### src/rtl/rd_acc_pkg.sv
// rd_acc_pkg: REGIF accessor constants shared with the write accessor, response layout and FSM states
package rd_acc_pkg;

    localparam logic [31:0] ACK_DEF  = 32'h1;
    localparam logic [31:0] NACK_DEF = 32'h2;
    localparam logic [3:0]  MST_BE   = 4'hF;
    localparam int          STAT_LSB = 32;
    localparam int          DATA_LSB = 0;

    typedef enum logic [7:0] {
        FLUSH    = 8'b0000_0001,
        IDLE     = 8'b0000_0010,
        ARB      = 8'b0000_0100,
        REQ      = 8'b0000_1000,
        XFER     = 8'b0001_0000,
        BUILD    = 8'b0010_0000,
        SEND     = 8'b0100_0000,
        WAIT_ACK = 8'b1000_0000
    } state_t;

    function automatic logic [63:0] pack_resp(input logic [31:0] status, input logic [31:0] data);
        pack_resp = '0;
        pack_resp[STAT_LSB +: 32] = status;
        pack_resp[DATA_LSB +: 32] = data;
    endfunction

endpackage

### src/rtl/rd_acc_if.sv
// rd_acc_if: REGIF master read channel between an accessor (master) and the bus (slave)
interface rd_acc_if;

    logic        IP2Bus_MstRd_Req;
    logic [31:0] IP2Bus_Mst_Addr;
    logic [3:0]  IP2Bus_Mst_BE;
    logic        Bus2IP_Mst_CmdAck;
    logic        Bus2IP_Mst_Cmplt;
    logic        Bus2IP_Mst_Error;
    logic [31:0] Bus2IP_MstRd_d;
    logic        Bus2IP_MstRd_src_rdy_n;
    logic        IP2Bus_MstRd_dst_rdy_n;

    modport master (
        output IP2Bus_MstRd_Req, IP2Bus_Mst_Addr, IP2Bus_Mst_BE, IP2Bus_MstRd_dst_rdy_n,
        input  Bus2IP_Mst_CmdAck, Bus2IP_Mst_Cmplt, Bus2IP_Mst_Error, Bus2IP_MstRd_d,
               Bus2IP_MstRd_src_rdy_n
    );

    modport slave (
        input  IP2Bus_MstRd_Req, IP2Bus_Mst_Addr, IP2Bus_Mst_BE, IP2Bus_MstRd_dst_rdy_n,
        output Bus2IP_Mst_CmdAck, Bus2IP_Mst_Cmplt, Bus2IP_Mst_Error, Bus2IP_MstRd_d,
               Bus2IP_MstRd_src_rdy_n
    );

endinterface

### src/rtl/rd_acc_sync2.sv
// rd_acc_sync2: two-flop synchroniser with synchronous clear
module rd_acc_sync2 (
    input  logic clk,
    input  logic rst,
    input  logic clr,
    input  logic d,
    output logic q
);

    logic s1;

    always_ff @(posedge clk or posedge rst) begin
        if (rst) {q, s1} <= 2'b00;
        else     {q, s1} <= clr ? 2'b00 : {s1, d};
    end

endmodule

### src/rtl/rd_acc.sv
// rd_acc: host register-read accessor; wins REGIF, issues one 32-bit master read and
// returns {ACK/NACK, data} to the response path.
module rd_acc
    import rd_acc_pkg::*;
#(
    parameter logic [31:0] ACK_CODE       = ACK_DEF,
    parameter logic [31:0] NACK_CODE      = NACK_DEF,
    parameter int          TIMEOUT_CYCLES = 1024
) (
    input  logic        clk,
    input  logic        rst,
    input  logic [31:0] acc_addr,
    input  logic        acc_en,
    output logic        acc_en_ack,
    rd_acc_if.master    bus,
    output logic        snd_resp,
    input  logic        snd_resp_ack,
    output logic [63:0] resp,
    input  logic        my_regif,
    output logic        drv_regif
);

    localparam int            CW   = $clog2(TIMEOUT_CYCLES);
    localparam logic [CW-1:0] LAST = CW'(TIMEOUT_CYCLES - 1);

    state_t        state, state_n;
    logic          en_s, ack_s, clr;
    logic          req, req_n, dst, dst_n, ds, ds_n, cs, cs_n, err, err_n;
    logic          ack_n, snd_n, drv_n;
    logic [31:0]   addr, addr_n, cap, cap_n, data, data_n;
    logic [63:0]   resp_n;
    logic [CW-1:0] cnt, cnt_n;

    rd_acc_sync2 u_en_sync  (.clk(clk), .rst(rst), .clr(clr), .d(acc_en),       .q(en_s));
    rd_acc_sync2 u_ack_sync (.clk(clk), .rst(rst), .clr(clr), .d(snd_resp_ack), .q(ack_s));

    assign bus.IP2Bus_MstRd_Req       = req;
    assign bus.IP2Bus_Mst_Addr        = addr;
    assign bus.IP2Bus_Mst_BE          = MST_BE;
    assign bus.IP2Bus_MstRd_dst_rdy_n = dst;

    always_ff @(posedge clk or posedge rst) begin
        if (rst) begin
            state      <= FLUSH;
            acc_en_ack <= 1'b0;
            req        <= 1'b0;
            addr       <= '0;
            cap        <= '0;
            dst        <= 1'b1;
            snd_resp   <= 1'b0;
            resp       <= '0;
            drv_regif  <= 1'b0;
            data       <= '0;
            ds         <= 1'b0;
            cs         <= 1'b0;
            err        <= 1'b0;
            cnt        <= '0;
        end else begin
            state      <= state_n;
            acc_en_ack <= ack_n;
            req        <= req_n;
            addr       <= addr_n;
            cap        <= cap_n;
            dst        <= dst_n;
            snd_resp   <= snd_n;
            resp       <= resp_n;
            drv_regif  <= drv_n;
            data       <= data_n;
            ds         <= ds_n;
            cs         <= cs_n;
            err        <= err_n;
            cnt        <= cnt_n;
        end
    end

    always_comb begin
        state_n = state;
        clr     = 1'b0;
        ack_n   = 1'b0;
        req_n   = req;
        addr_n  = addr;
        cap_n   = cap;
        dst_n   = dst;
        snd_n   = snd_resp;
        resp_n  = resp;
        drv_n   = drv_regif;
        data_n  = data;
        ds_n    = ds;
        cs_n    = cs;
        err_n   = err;
        cnt_n   = cnt;
        case (state)
            FLUSH: begin
                clr     = 1'b1;
                cnt_n   = '0;
                drv_n   = 1'b0;
                addr_n  = '0;
                state_n = IDLE;
            end
            IDLE: begin
                cap_n = acc_addr;
                if (en_s) begin
                    ack_n   = 1'b1;
                    state_n = ARB;
                end
            end
            ARB: if (my_regif) begin
                drv_n   = 1'b1;
                state_n = REQ;
            end
            REQ: begin
                req_n   = 1'b1;
                addr_n  = cap;
                dst_n   = 1'b0;
                ds_n    = 1'b0;
                cs_n    = 1'b0;
                err_n   = 1'b0;
                cnt_n   = cnt + 1'b1;
                state_n = XFER;
            end
            XFER: begin
                // CmdAck, data beat and Cmplt may all land in one cycle, so exit uses the merged flags
                cnt_n = cnt + 1'b1;
                if (bus.Bus2IP_Mst_CmdAck) req_n = 1'b0;
                if (!bus.Bus2IP_MstRd_src_rdy_n) begin
                    data_n = bus.Bus2IP_MstRd_d;
                    ds_n   = 1'b1;
                end
                if (bus.Bus2IP_Mst_Cmplt) begin
                    cs_n  = 1'b1;
                    err_n = bus.Bus2IP_Mst_Error;
                end
                if (cs_n && (ds_n || err_n)) begin
                    req_n   = 1'b0;
                    dst_n   = 1'b1;
                    drv_n   = 1'b0;
                    state_n = BUILD;
                end else if (cnt == LAST) begin
                    req_n   = 1'b0;
                    dst_n   = 1'b1;
                    drv_n   = 1'b0;
                    err_n   = 1'b1;
                    data_n  = '0;
                    state_n = BUILD;
                end
            end
            BUILD: begin
                resp_n  = pack_resp(err ? NACK_CODE : ACK_CODE, err ? 32'h0 : data);
                state_n = SEND;
            end
            SEND: begin
                snd_n   = 1'b1;
                state_n = WAIT_ACK;
            end
            WAIT_ACK: if (ack_s) begin
                snd_n   = 1'b0;
                state_n = FLUSH;
            end
            default: state_n = FLUSH;
        endcase
    end

endmodule

### src/flat_wrapper.sv
// flat-port wrapper written by rule: the top's interface ports become plain ports
module rd_acc_flat import rd_acc_pkg::*;
#(
    parameter logic [31:0] ACK_CODE       = ACK_DEF,
    parameter logic [31:0] NACK_CODE      = NACK_DEF,
    parameter int          TIMEOUT_CYCLES = 1024
)
  (clk, rst, acc_addr, acc_en, acc_en_ack, snd_resp, snd_resp_ack, resp, my_regif, drv_regif, bus_IP2Bus_MstRd_Req, bus_IP2Bus_Mst_Addr, bus_IP2Bus_Mst_BE, bus_IP2Bus_MstRd_dst_rdy_n, bus_Bus2IP_Mst_CmdAck, bus_Bus2IP_Mst_Cmplt, bus_Bus2IP_Mst_Error, bus_Bus2IP_MstRd_d, bus_Bus2IP_MstRd_src_rdy_n);
  rd_acc_if bus_i ();
  input  logic clk;
  input  logic rst;
  input  logic [31:0] acc_addr;
  input  logic acc_en;
  output logic acc_en_ack;
  output logic snd_resp;
  input  logic snd_resp_ack;
  output logic [63:0] resp;
  input  logic my_regif;
  output logic drv_regif;
  output wire logic [$bits(bus_i.IP2Bus_MstRd_Req)-1:0] bus_IP2Bus_MstRd_Req;
  output wire logic [$bits(bus_i.IP2Bus_Mst_Addr)-1:0] bus_IP2Bus_Mst_Addr;
  output wire logic [$bits(bus_i.IP2Bus_Mst_BE)-1:0] bus_IP2Bus_Mst_BE;
  output wire logic [$bits(bus_i.IP2Bus_MstRd_dst_rdy_n)-1:0] bus_IP2Bus_MstRd_dst_rdy_n;
  input wire logic [$bits(bus_i.Bus2IP_Mst_CmdAck)-1:0] bus_Bus2IP_Mst_CmdAck;
  input wire logic [$bits(bus_i.Bus2IP_Mst_Cmplt)-1:0] bus_Bus2IP_Mst_Cmplt;
  input wire logic [$bits(bus_i.Bus2IP_Mst_Error)-1:0] bus_Bus2IP_Mst_Error;
  input wire logic [$bits(bus_i.Bus2IP_MstRd_d)-1:0] bus_Bus2IP_MstRd_d;
  input wire logic [$bits(bus_i.Bus2IP_MstRd_src_rdy_n)-1:0] bus_Bus2IP_MstRd_src_rdy_n;
  assign bus_IP2Bus_MstRd_Req = bus_i.IP2Bus_MstRd_Req;
  assign bus_IP2Bus_Mst_Addr = bus_i.IP2Bus_Mst_Addr;
  assign bus_IP2Bus_Mst_BE = bus_i.IP2Bus_Mst_BE;
  assign bus_IP2Bus_MstRd_dst_rdy_n = bus_i.IP2Bus_MstRd_dst_rdy_n;
  assign bus_i.Bus2IP_Mst_CmdAck = bus_Bus2IP_Mst_CmdAck;
  assign bus_i.Bus2IP_Mst_Cmplt = bus_Bus2IP_Mst_Cmplt;
  assign bus_i.Bus2IP_Mst_Error = bus_Bus2IP_Mst_Error;
  assign bus_i.Bus2IP_MstRd_d = bus_Bus2IP_MstRd_d;
  assign bus_i.Bus2IP_MstRd_src_rdy_n = bus_Bus2IP_MstRd_src_rdy_n;
  rd_acc #(.ACK_CODE(ACK_CODE), .NACK_CODE(NACK_CODE), .TIMEOUT_CYCLES(TIMEOUT_CYCLES)) u_core (.clk(clk), .rst(rst), .acc_addr(acc_addr), .acc_en(acc_en), .acc_en_ack(acc_en_ack), .bus(bus_i), .snd_resp(snd_resp), .snd_resp_ack(snd_resp_ack), .resp(resp), .my_regif(my_regif), .drv_regif(drv_regif));
endmodule
### config.mk
export PLATFORM = sky130hd
export DESIGN_NAME = rd_acc_flat
export DESIGN_NICKNAME = d
export VERILOG_FILES = /design/src/rtl/rd_acc_pkg.sv /design/src/rtl/rd_acc_if.sv /design/src/rtl/rd_acc_sync2.sv /design/src/rtl/rd_acc.sv /design/src/flat_wrapper.sv
export SDC_FILE = /design/constraint.sdc
export NUM_CORES = 1
export LEC_CHECK = 0
export BUFFER_PORTS_ARGS = -buffer_cell sky130_fd_sc_hd__buf_2
export CAP_MARGIN = 20
export CORE_ASPECT_RATIO = 2
export CORE_UTILIZATION = 50
export DETAILED_ROUTE_END_ITERATION = 10
export PLACE_DENSITY = 0.85
export SLEW_MARGIN = 10
export SYNTH_ARGS = -nofsm -noshare
export SYNTH_HDL_FRONTEND = slang
export SYNTH_SLANG_ARGS = --single-unit
### constraint.sdc
create_clock -name clk -period 5.7 [get_ports clk]
set_input_delay 0.57 -clock clk [delete_from_list [all_inputs] [get_ports clk]]
set_output_delay 0.57 -clock clk [all_outputs]
set_load 0.01 [all_outputs]
==> impl_metrics.csv, run 1 <==
group,metric,value,unit
status,result_of_the_run,"complete, but fails checks",
status,violated_checks,"DRC",
worst_setup_path,worst-r2r-cell-count,5,
sta,drv_slew,0,
clock_tree,tritoncts,"yes",
global_routing,grt_first_pass_wirelength,23.5,mm
cells_and_area,number_of_cells_in_the_finished_layout_apart_from_fillers,868,
yosys,synth_mux_area_share,10.5,%
detailed_routing,wl_per_cell,16.2,um
yosys,yosys_most_used_dff,"sky130_fd_sc_hd__dfrtp_1",
cells_and_area,final_layout_size_suffix_gt1_share,33.0,%
worst_setup_path,timing.critical_path.from_type,"flop",
detailed_routing,num_vias,4616,
detailed_routing,route.detailed.drc,16,
global_routing,groute.usage.overall,21.1,%
yosys,synth.ff_latch_count,160,
sta,final-hold-violation-count,0,
detailed_routing,drt.antenna.violating_nets,0,
cells_and_area,layout.nets,777,
floorplanning,placeableCoreArea,13100,um2
detailed_routing,drt_first_pass_iters,11,
worst_setup_path,critPathMaxFanout,24,
floorplanning,die_h,167,um
sta,worst_slew_margin_relative_to_its_limit,37.4,%
yosys,largest_family_of_logic_cells_by_synthesized_area,"simple AND/OR/NAND/NOR gates",
sta,setup-violations-final,0,
floorplanning,initial_utilization,51.6,%
power_and_ir_drop,power.density,380,nW/um2
yosys,synth.yosys.seq_area_share,59.1,%
detailed_routing,drt-vias-per-instance,5.32,
place,post-place-cells,834,
global_routing,antenna_found_initial,0,
sta,timing.fmax,372,MHz
worst_setup_path,rr_startpoint,"u_core.state[7]",
clock_tree,cts_buffers,17,
power_and_ir_drop,worst_ir_drop_vdd,0.000262,V
sta,fin_setup_tns,0,ns
global_routing,grt_max_degree,104,
yosys,synthesis.area_per_instance,12.0,um2
clock_tree,clock-root-buffer,"sky130_fd_sc_hd__clkbuf_16",
yosys,yosysWarningCount,0,
worst_setup_path,crit-reg2reg-capture,"u_core.data[24]",
yosys,yosys.area_share.xor_xnor,0.129,%
floorplanning,num_rows,59,
clock_tree,cts.htree.levels,4,
worst_setup_path,path_class,"reg -> reg",
place,port-buffer-count,143,
power_and_ir_drop,power.total,3.05,mW
clock_tree,worst_setup_hold_path_clk_slew,0.07,ns
yosys,synthesized_area_fraction_occupied_by_and_or_nand_nor_cells,13.4,%
clock_tree,cts_num_sinks,160,
clock_tree,clk-insertion-delay-late,0.42,ns
clock_tree,cts_max_path_buffers,2,
place,globalplace.congestion,0.798,
sta,final.hold.worst_slack,0.316,ns
detailed_routing,routed_wl,14.0,mm
yosys,synth_cell_type_count,51,
power_and_ir_drop,power_leakage,3.99,nW
worst_setup_path,worst_setup_path_end_kind,"flop",
sta,worst_pin_slew,0.939,ns
floorplanning,die_width,84.3,um
yosys,synth_compound_gate_area_share,9.89,%
worst_setup_path,critPathRequiredTime,5.99,ns
yosys,syn_area,6780,um2
global_routing,first_global_vias,4917,
global_routing,total_overflow_reported_by_the_global_router,0,
cells_and_area,antenna_cells_inserted,0,
worst_setup_path,ff2ff_setup_slack,3.01,ns
floorplanning,floorplan.die_area,14100,um2
yosys,synth_enable_flop_cells,0,
flow_run,drv.max_cap_violation_count,0,
worst_setup_path,arrival,2.98,ns
place,place.detailed.hpwl,9.86,mm
sta,rsz_0062_raised_after_global_routing,"no",
yosys,synthAdderAreaFrac,0.185,%
cells_and_area,final_core_utilization,61.1,%
min_path,hold_path_class,"in -> async",
sta,layout_min_cycle_time,2.69,ns
sta,setup_clock_skew_after_layout,0.0102,ns
cells_and_area,area_growth,18.4,%
clock_tree,post_cts_resize_count,0,
cells_and_area,fillers,1050,
yosys,synthCells,566,
detailed_routing,drt_iter0_drc,275,
clock_tree,holdBufCountCts,0,
sta,layout_worst_path_cycle_share,47.1,%
clock_tree,post_cts_buffers,0,
yosys,synthArstFlopShare,100,%
floorplanning,top_level_pins,178,
## critical path, cell delays in order, from the launching register on
cell and delay (ns):
sky130_fd_sc_hd__dfrtp_1 0.42, sky130_fd_sc_hd__or3_1 0.53, sky130_fd_sc_hd__nor4_4 0.74, sky130_fd_sc_hd__buf_4 0.51, sky130_fd_sc_hd__mux2i_1 0.30, sky130_fd_sc_hd__nor2_2 0.05
## power by group
part | internal [mW] | switching [mW] | leakage (nW)
Sequential | 1.31 | 0.117 | 2.12
Clock | 0.570 | 0.480 | 0.269
Combinational | 0.278 | 0.292 | 1.60
## metrics by stage
step                worst slack, ns  area (um2)
floorplan                     0.813        6900
global placement               3.02        7420
detailed placement             3.00        7420
CTS                            2.97        7970
global route                   2.85        8030
finish                         3.01        8030
## state kept, by name, indices dropped and copies added (netlist names), 8 cells and up
| signal | count |
|---|---|
| u_core.resp | 34 |
| u_core.bus.IP2Bus_Mst_Addr | 32 |
| u_core.cap | 32 |
| u_core.data | 32 |
| u_core.cnt | 10 |
| u_core.state | 8 |
## placed cells by master (no fill, tap or decap), types with 2 or more instances in the layout
cell / Yosys / final
sky130_fd_sc_hd__clkinv_2: 0 / 2
sky130_fd_sc_hd__or2_2: 2 / 2
sky130_fd_sc_hd__conb_1: 2 / 34
sky130_fd_sc_hd__nor2b_1: 4 / 4
sky130_fd_sc_hd__clkinv_4: 0 / 4
sky130_fd_sc_hd__nor2_1: 33 / 33
sky130_fd_sc_hd__inv_6: 0 / 6
sky130_fd_sc_hd__nor3b_1: 2 / 2
sky130_fd_sc_hd__buf_2: 3 / 143
sky130_fd_sc_hd__nand2b_1: 34 / 34
sky130_fd_sc_hd__nor4_4: 2 / 2
sky130_fd_sc_hd__o21ai_1: 6 / 6
sky130_fd_sc_hd__mux2_2: 32 / 32
sky130_fd_sc_hd__buf_4: 41 / 5
sky130_fd_sc_hd__o22ai_1: 2 / 2
sky130_fd_sc_hd__or4_1: 2 / 2
sky130_fd_sc_hd__nor2_2: 10 / 10
sky130_fd_sc_hd__a21oi_1: 9 / 9
sky130_fd_sc_hd__nand3_1: 4 / 4
sky130_fd_sc_hd__nand2_1: 44 / 44
sky130_fd_sc_hd__a22o_1: 32 / 32
sky130_fd_sc_hd__clkbuf_16: 0 / 17
sky130_fd_sc_hd__dfstp_2: 2 / 2
sky130_fd_sc_hd__inv_8: 0 / 2
sky130_fd_sc_hd__a311oi_1: 4 / 4
sky130_fd_sc_hd__buf_16: 0 / 2
sky130_fd_sc_hd__inv_1: 7 / 6
sky130_fd_sc_hd__a211oi_1: 2 / 2
sky130_fd_sc_hd__and3_1: 4 / 4
sky130_fd_sc_hd__a21o_1: 2 / 2
sky130_fd_sc_hd__nor4_1: 2 / 2
sky130_fd_sc_hd__nor3_1: 6 / 6
sky130_fd_sc_hd__o21a_1: 4 / 4
sky130_fd_sc_hd__or3_1: 6 / 6
sky130_fd_sc_hd__a31oi_1: 2 / 2
sky130_fd_sc_hd__dfrtp_1: 158 / 158
sky130_fd_sc_hd__mux2i_1: 35 / 35
sky130_fd_sc_hd__clkinvlp_4: 0 / 2
sky130_fd_sc_hd__o22a_1: 2 / 2
sky130_fd_sc_hd__o21ai_0: 30 / 30
## logic make-up (layout without fill, tap and decap cells)
family,Yosys count,in the layout
AND/OR/NAND/NOR,166,166
AO/OA/AOI/OAI,98,98
multiplexers,67,67
other,2,34
adder cells (fa/ha/maj),1,1
buffers and inverters,71,189
flip-flops,160,160
XOR/XNOR,1,1
## cells in the mapped netlist, types with 3 or more instances
| cell type | n | area, um2 |
|---|---|---|
| sky130_fd_sc_hd__dfrtp_1 | 158 | 3950 |
| sky130_fd_sc_hd__nand2_1 | 44 | 165 |
| sky130_fd_sc_hd__buf_4 | 41 | 308 |
| sky130_fd_sc_hd__mux2i_1 | 35 | 350 |
| sky130_fd_sc_hd__nand2b_1 | 34 | 213 |
| sky130_fd_sc_hd__nor2_1 | 33 | 124 |
| sky130_fd_sc_hd__a22o_1 | 32 | 280 |
| sky130_fd_sc_hd__mux2_2 | 32 | 360 |
| sky130_fd_sc_hd__o21ai_0 | 30 | 150 |
| sky130_fd_sc_hd__clkbuf_1 | 16 | 60.1 |
| sky130_fd_sc_hd__nor2_2 | 10 | 62.6 |
| sky130_fd_sc_hd__a21oi_1 | 9 | 45.0 |
| sky130_fd_sc_hd__inv_1 | 7 | 26.3 |
| sky130_fd_sc_hd__nor3_1 | 6 | 30.0 |
| sky130_fd_sc_hd__o21ai_1 | 6 | 30.0 |
| sky130_fd_sc_hd__or3_1 | 6 | 37.5 |
| sky130_fd_sc_hd__a311oi_1 | 4 | 35.0 |
| sky130_fd_sc_hd__and3_1 | 4 | 25.0 |
| sky130_fd_sc_hd__buf_6 | 4 | 45.0 |
| sky130_fd_sc_hd__nand3_1 | 4 | 20.0 |
| sky130_fd_sc_hd__nor2b_1 | 4 | 25.0 |
| sky130_fd_sc_hd__o21a_1 | 4 | 30.0 |
| sky130_fd_sc_hd__buf_2 | 3 | 15.0 |
## metal layers
metal  GRT usage, %  wire, um  share of wire (%)
met2           37.9      7560                 54
met5              0         0                  0
met4           7.80       243                1.7
met3           4.66       787                5.6
met1           24.3      5440                 39
## worst max path at each step
stage,end,slack (ns),startpoint,depth (start not counted)
after CTS,u_core.resp[32],2.97,u_core.state[7],5
after detailed placement,u_core.resp[32],3.00,u_core.state[7],5
after global routing,u_core.data[14],2.85,u_core.state[7],5
final,u_core.data[24],3.01,u_core.state[7],5
after floorplan,u_core.acc_en_ack,0.81,rst,1
after global placement,u_core.resp[32],3.02,u_core.state[7],5
## layout make-up
cell class              instances  area [um2]  area share (%)
inverters                       7        31.3           0.390
well taps                     152         190            2.37
clock inverters                15         126            1.57
repair buffers                150         808            10.1
multi-input cells             367        2440            30.4
flip-flops and latches        160        4010            49.9
clock buffers                  17         425            5.30
Power figures use the tool's default switching activity.
==> run 2, diff against run 1 <==
clock period = 2.8 ns   (was 5.7 ns; I/O delays follow)
==> run 2 against run 1 <==
Against the previous run: the run still ends with DRC left; count of clock-buffer cells in the layout is 2 higher; power up 100%; sequential cell count stayed put; die area stayed put; critical endpoint is now u_core.cnt[5]; cell count increased by 0.46%; via count up 0.45%; combinational power up 100%; first-iteration DRC count shrank 29%; clock skew about the same; design area is 0.72% higher; worst setup slack got worse by 2.6 ns.
==> impl_metrics.csv, run 2 (synthesized netlist as in run 1, its figures left out) <==
group,metric,value,unit
status,result_of_the_run,"complete, but fails checks",
status,violated_checks,"DRC",
global_routing,grt_max_degree,97,
worst_setup_path,crit_family,"simple AND/OR/NAND/NOR gates",
worst_setup_path,arrival,2.66,ns
detailed_routing,drt-vias-per-instance,5.32,
worst_setup_path,worst_setup_path_end_kind,"flop",
min_path,min_path_cells,2,
place,detailed_place.area,7490,um2
worst_setup_path,path_class,"reg -> reg",
detailed_routing,num_vias,4637,
min_path,worstHoldEndpoint,"u_core.u_en_sync.s1",
sta,timing.fmax,420,MHz
clock_tree,clk-insertion-delay-late,0.41,ns
floorplanning,top_level_pins,178,
sta,worst_pin_slew,0.709,ns
clock_tree,post_cts_resize_count,0,
power_and_ir_drop,power.density,773,nW/um2
detailed_routing,wl_per_cell,15.7,um
detailed_routing,routed_wl,13.7,mm
sta,fin_setup_tns,0,ns
clock_tree,cts_buffers,17,
power_and_ir_drop,power_leakage,4.01,nW
detailed_routing,drt_iter0_drc,194,
global_routing,grt_first_pass_wirelength,23.2,mm
clock_tree,cts_max_path_buffers,2,
sta,setup-violations-final,0,
detailed_routing,drt.antenna.violating_nets,0,
floorplanning,num_rows,59,
clock_tree,post_cts_buffers,0,
global_routing,first_global_vias,4928,
worst_setup_path,critPathMaxFanout,8,
power_and_ir_drop,worst_ir_drop_vdd,0.000512,V
clock_tree,clock-root-buffer,"sky130_fd_sc_hd__clkbuf_16",
sta,setup_clock_skew_after_layout,0.0102,ns
floorplanning,initial_utilization,51.6,%
worst_setup_path,timing.critical_path.slowest_stage_cell,"sky130_fd_sc_hd__nor4_2",
place,globalplace.congestion,0.834,
worst_setup_path,startpoint,"u_core.state[7]",
detailed_routing,route.detailed.drc,18,
worst_setup_path,timing.critical_path.from_type,"flop",
cells_and_area,area_of_all_placed_cells_without_fillers,8080,um2
sta,layout_min_cycle_time,2.38,ns
sta,final-hold-violation-count,0,
clock_tree,tritoncts,"yes",
worst_setup_path,ff2ff_setup_slack,0.42,ns
global_routing,antenna_found_initial,0,
detailed_routing,drt_first_pass_iters,8,
place,placement.setup.worst_slack,0.444,ns
cells_and_area,largest_register_ff_count,34,
place,port-buffer-count,143,
worst_setup_path,maximum_single_stage_delay_on_the_critical_path,0.69,ns
flow_run,drv.max_cap_violation_count,0,
cells_and_area,mostFrequentLayoutCell,"sky130_fd_sc_hd__dfrtp_1",
worst_setup_path,critPathRequiredTime,3.08,ns
cells_and_area,layout.nets,781,
worst_setup_path,rr_startpoint,"u_core.state[7]",
floorplanning,placeableCoreArea,13100,um2
worst_setup_path,crit_chain,"or3_1 > nor4_2 > a41oi_1 > a311oi_1",
cells_and_area,final_layout_size_suffix_gt1_share,33.2,%
global_routing,total_overflow_reported_by_the_global_router,0,
min_path,min-delay-start,"acc_en",
floorplanning,die_h,167,um
place,place.detailed.hpwl,9.91,mm
sta,rsz_0062_raised_after_global_routing,"no",
sta,drv_slew,0,
sta,worst_slew_margin_relative_to_its_limit,52.4,%
cells_and_area,final_cell_mix,"158 x sky130_fd_sc_hd__dfrtp_1, 143 x sky130_fd_sc_hd__buf_2, 44 x sky130_fd_sc_hd__nand2_1",
sta,postLayoutSetupSlackWorst,0.418,ns
worst_setup_path,worst-r2r-cell-count,4,
floorplanning,floorplan.die_area,14100,um2
cells_and_area,antenna_cells_inserted,0,
sta,layout_worst_path_cycle_share,85.1,%
cells_and_area,largest_register,"u_core.resp",
clock_tree,cts.htree.levels,4,
global_routing,groute.usage.overall,20.8,%
floorplanning,die_width,84.3,um
clock_tree,worst_setup_hold_path_clk_slew,0.06,ns
min_path,hold_path_class,"in -> reg",
worst_setup_path,crit-reg2reg-capture,"u_core.cnt[5]",
cells_and_area,area_growth,19.3,%
clock_tree,cts_num_sinks,160,
worst_setup_path,path_buf_inv,0,
[run 2: changes by cell type in the layout (fill, tap and decap cells not counted)]
cell,delta
sky130_fd_sc_hd__inv_8,-2
sky130_fd_sc_hd__buf_4,+2
sky130_fd_sc_hd__clkinv_2,-1
sky130_fd_sc_hd__clkinvlp_4,+2
sky130_fd_sc_hd__inv_6,-3
sky130_fd_sc_hd__bufinv_16,+1
sky130_fd_sc_hd__buf_16,-2
sky130_fd_sc_hd__dlygate4sd3_1,+1
sky130_fd_sc_hd__buf_12,+3
sky130_fd_sc_hd__clkbuf_8,+2
sky130_fd_sc_hd__clkinv_4,+1
[run 2: what timing repair did]
| item | CTS | global route |
|---|---|---|
| hold buffers | 1 | 0 |
| setup endpoints to repair | 0 | 0 |
| hold endpoints to repair | 9 | 0 |
[run 2: area by class of cell]
| type | instances | area (um2) |
|---|---|---|
| fillers | 1072 | 5060 |
| flip-flops and latches | 160 | 4010 |
| multi-input cells | 367 | 2440 |
| repair buffers | 154 | 838 |
| clock buffers | 19 | 453 |
| well taps | 152 | 190 |
| clock inverters | 13 | 128 |
| inverters | 7 | 30.0 |
[run 2: report_power, final]
group	leakage [nW]	internal, mW	switching [mW]
clock	0.277	1.28	0.926
sequential	2.12	2.68	0.193
combinational	1.61	0.551	0.614
[run 2: worst max path at each step]
| stage | to | slack [ns] | cells past startpoint |
|---|---|---|---|
| floorplan | u_core.acc_en_ack | 0.49 | 1 |
| global placement | u_core.data[15] | 0.53 | 5 |
| detailed placement | u_core.resp[9] | 0.44 | 5 |
| CTS | u_core.resp[9] | 0.44 | 5 |
| global route | u_core.resp[9] | 0.32 | 5 |
| finish | u_core.cnt[5] | 0.42 | 4 |
[run 2: metrics by stage]
stage / hold slack [ns] / std cells / utilization [%] / power [mW]
final: 0.0943 / 872 / 61.5 / 6.25
after global routing: 0.0796 / 872 / 61.5 / 6.56
after CTS: 0.0751 / 872 / 61.5 / 6.33
after detailed placement: 0.431 / 839 / 57.0 / 4.10
after global placement: 0.419 / 839 / 57.0 / 4.01
after floorplan: 0.369 / 598 / - / 3.80
[run 2: metal layers]
metal,up-vias,routed length [um],global-route usage [%]
met2,184,7290,37.8
met5,-,0,0
met3,27,777,5.20
met1,2253,5310,22.6
li1,2173,-,-
met4,0,352,8.85
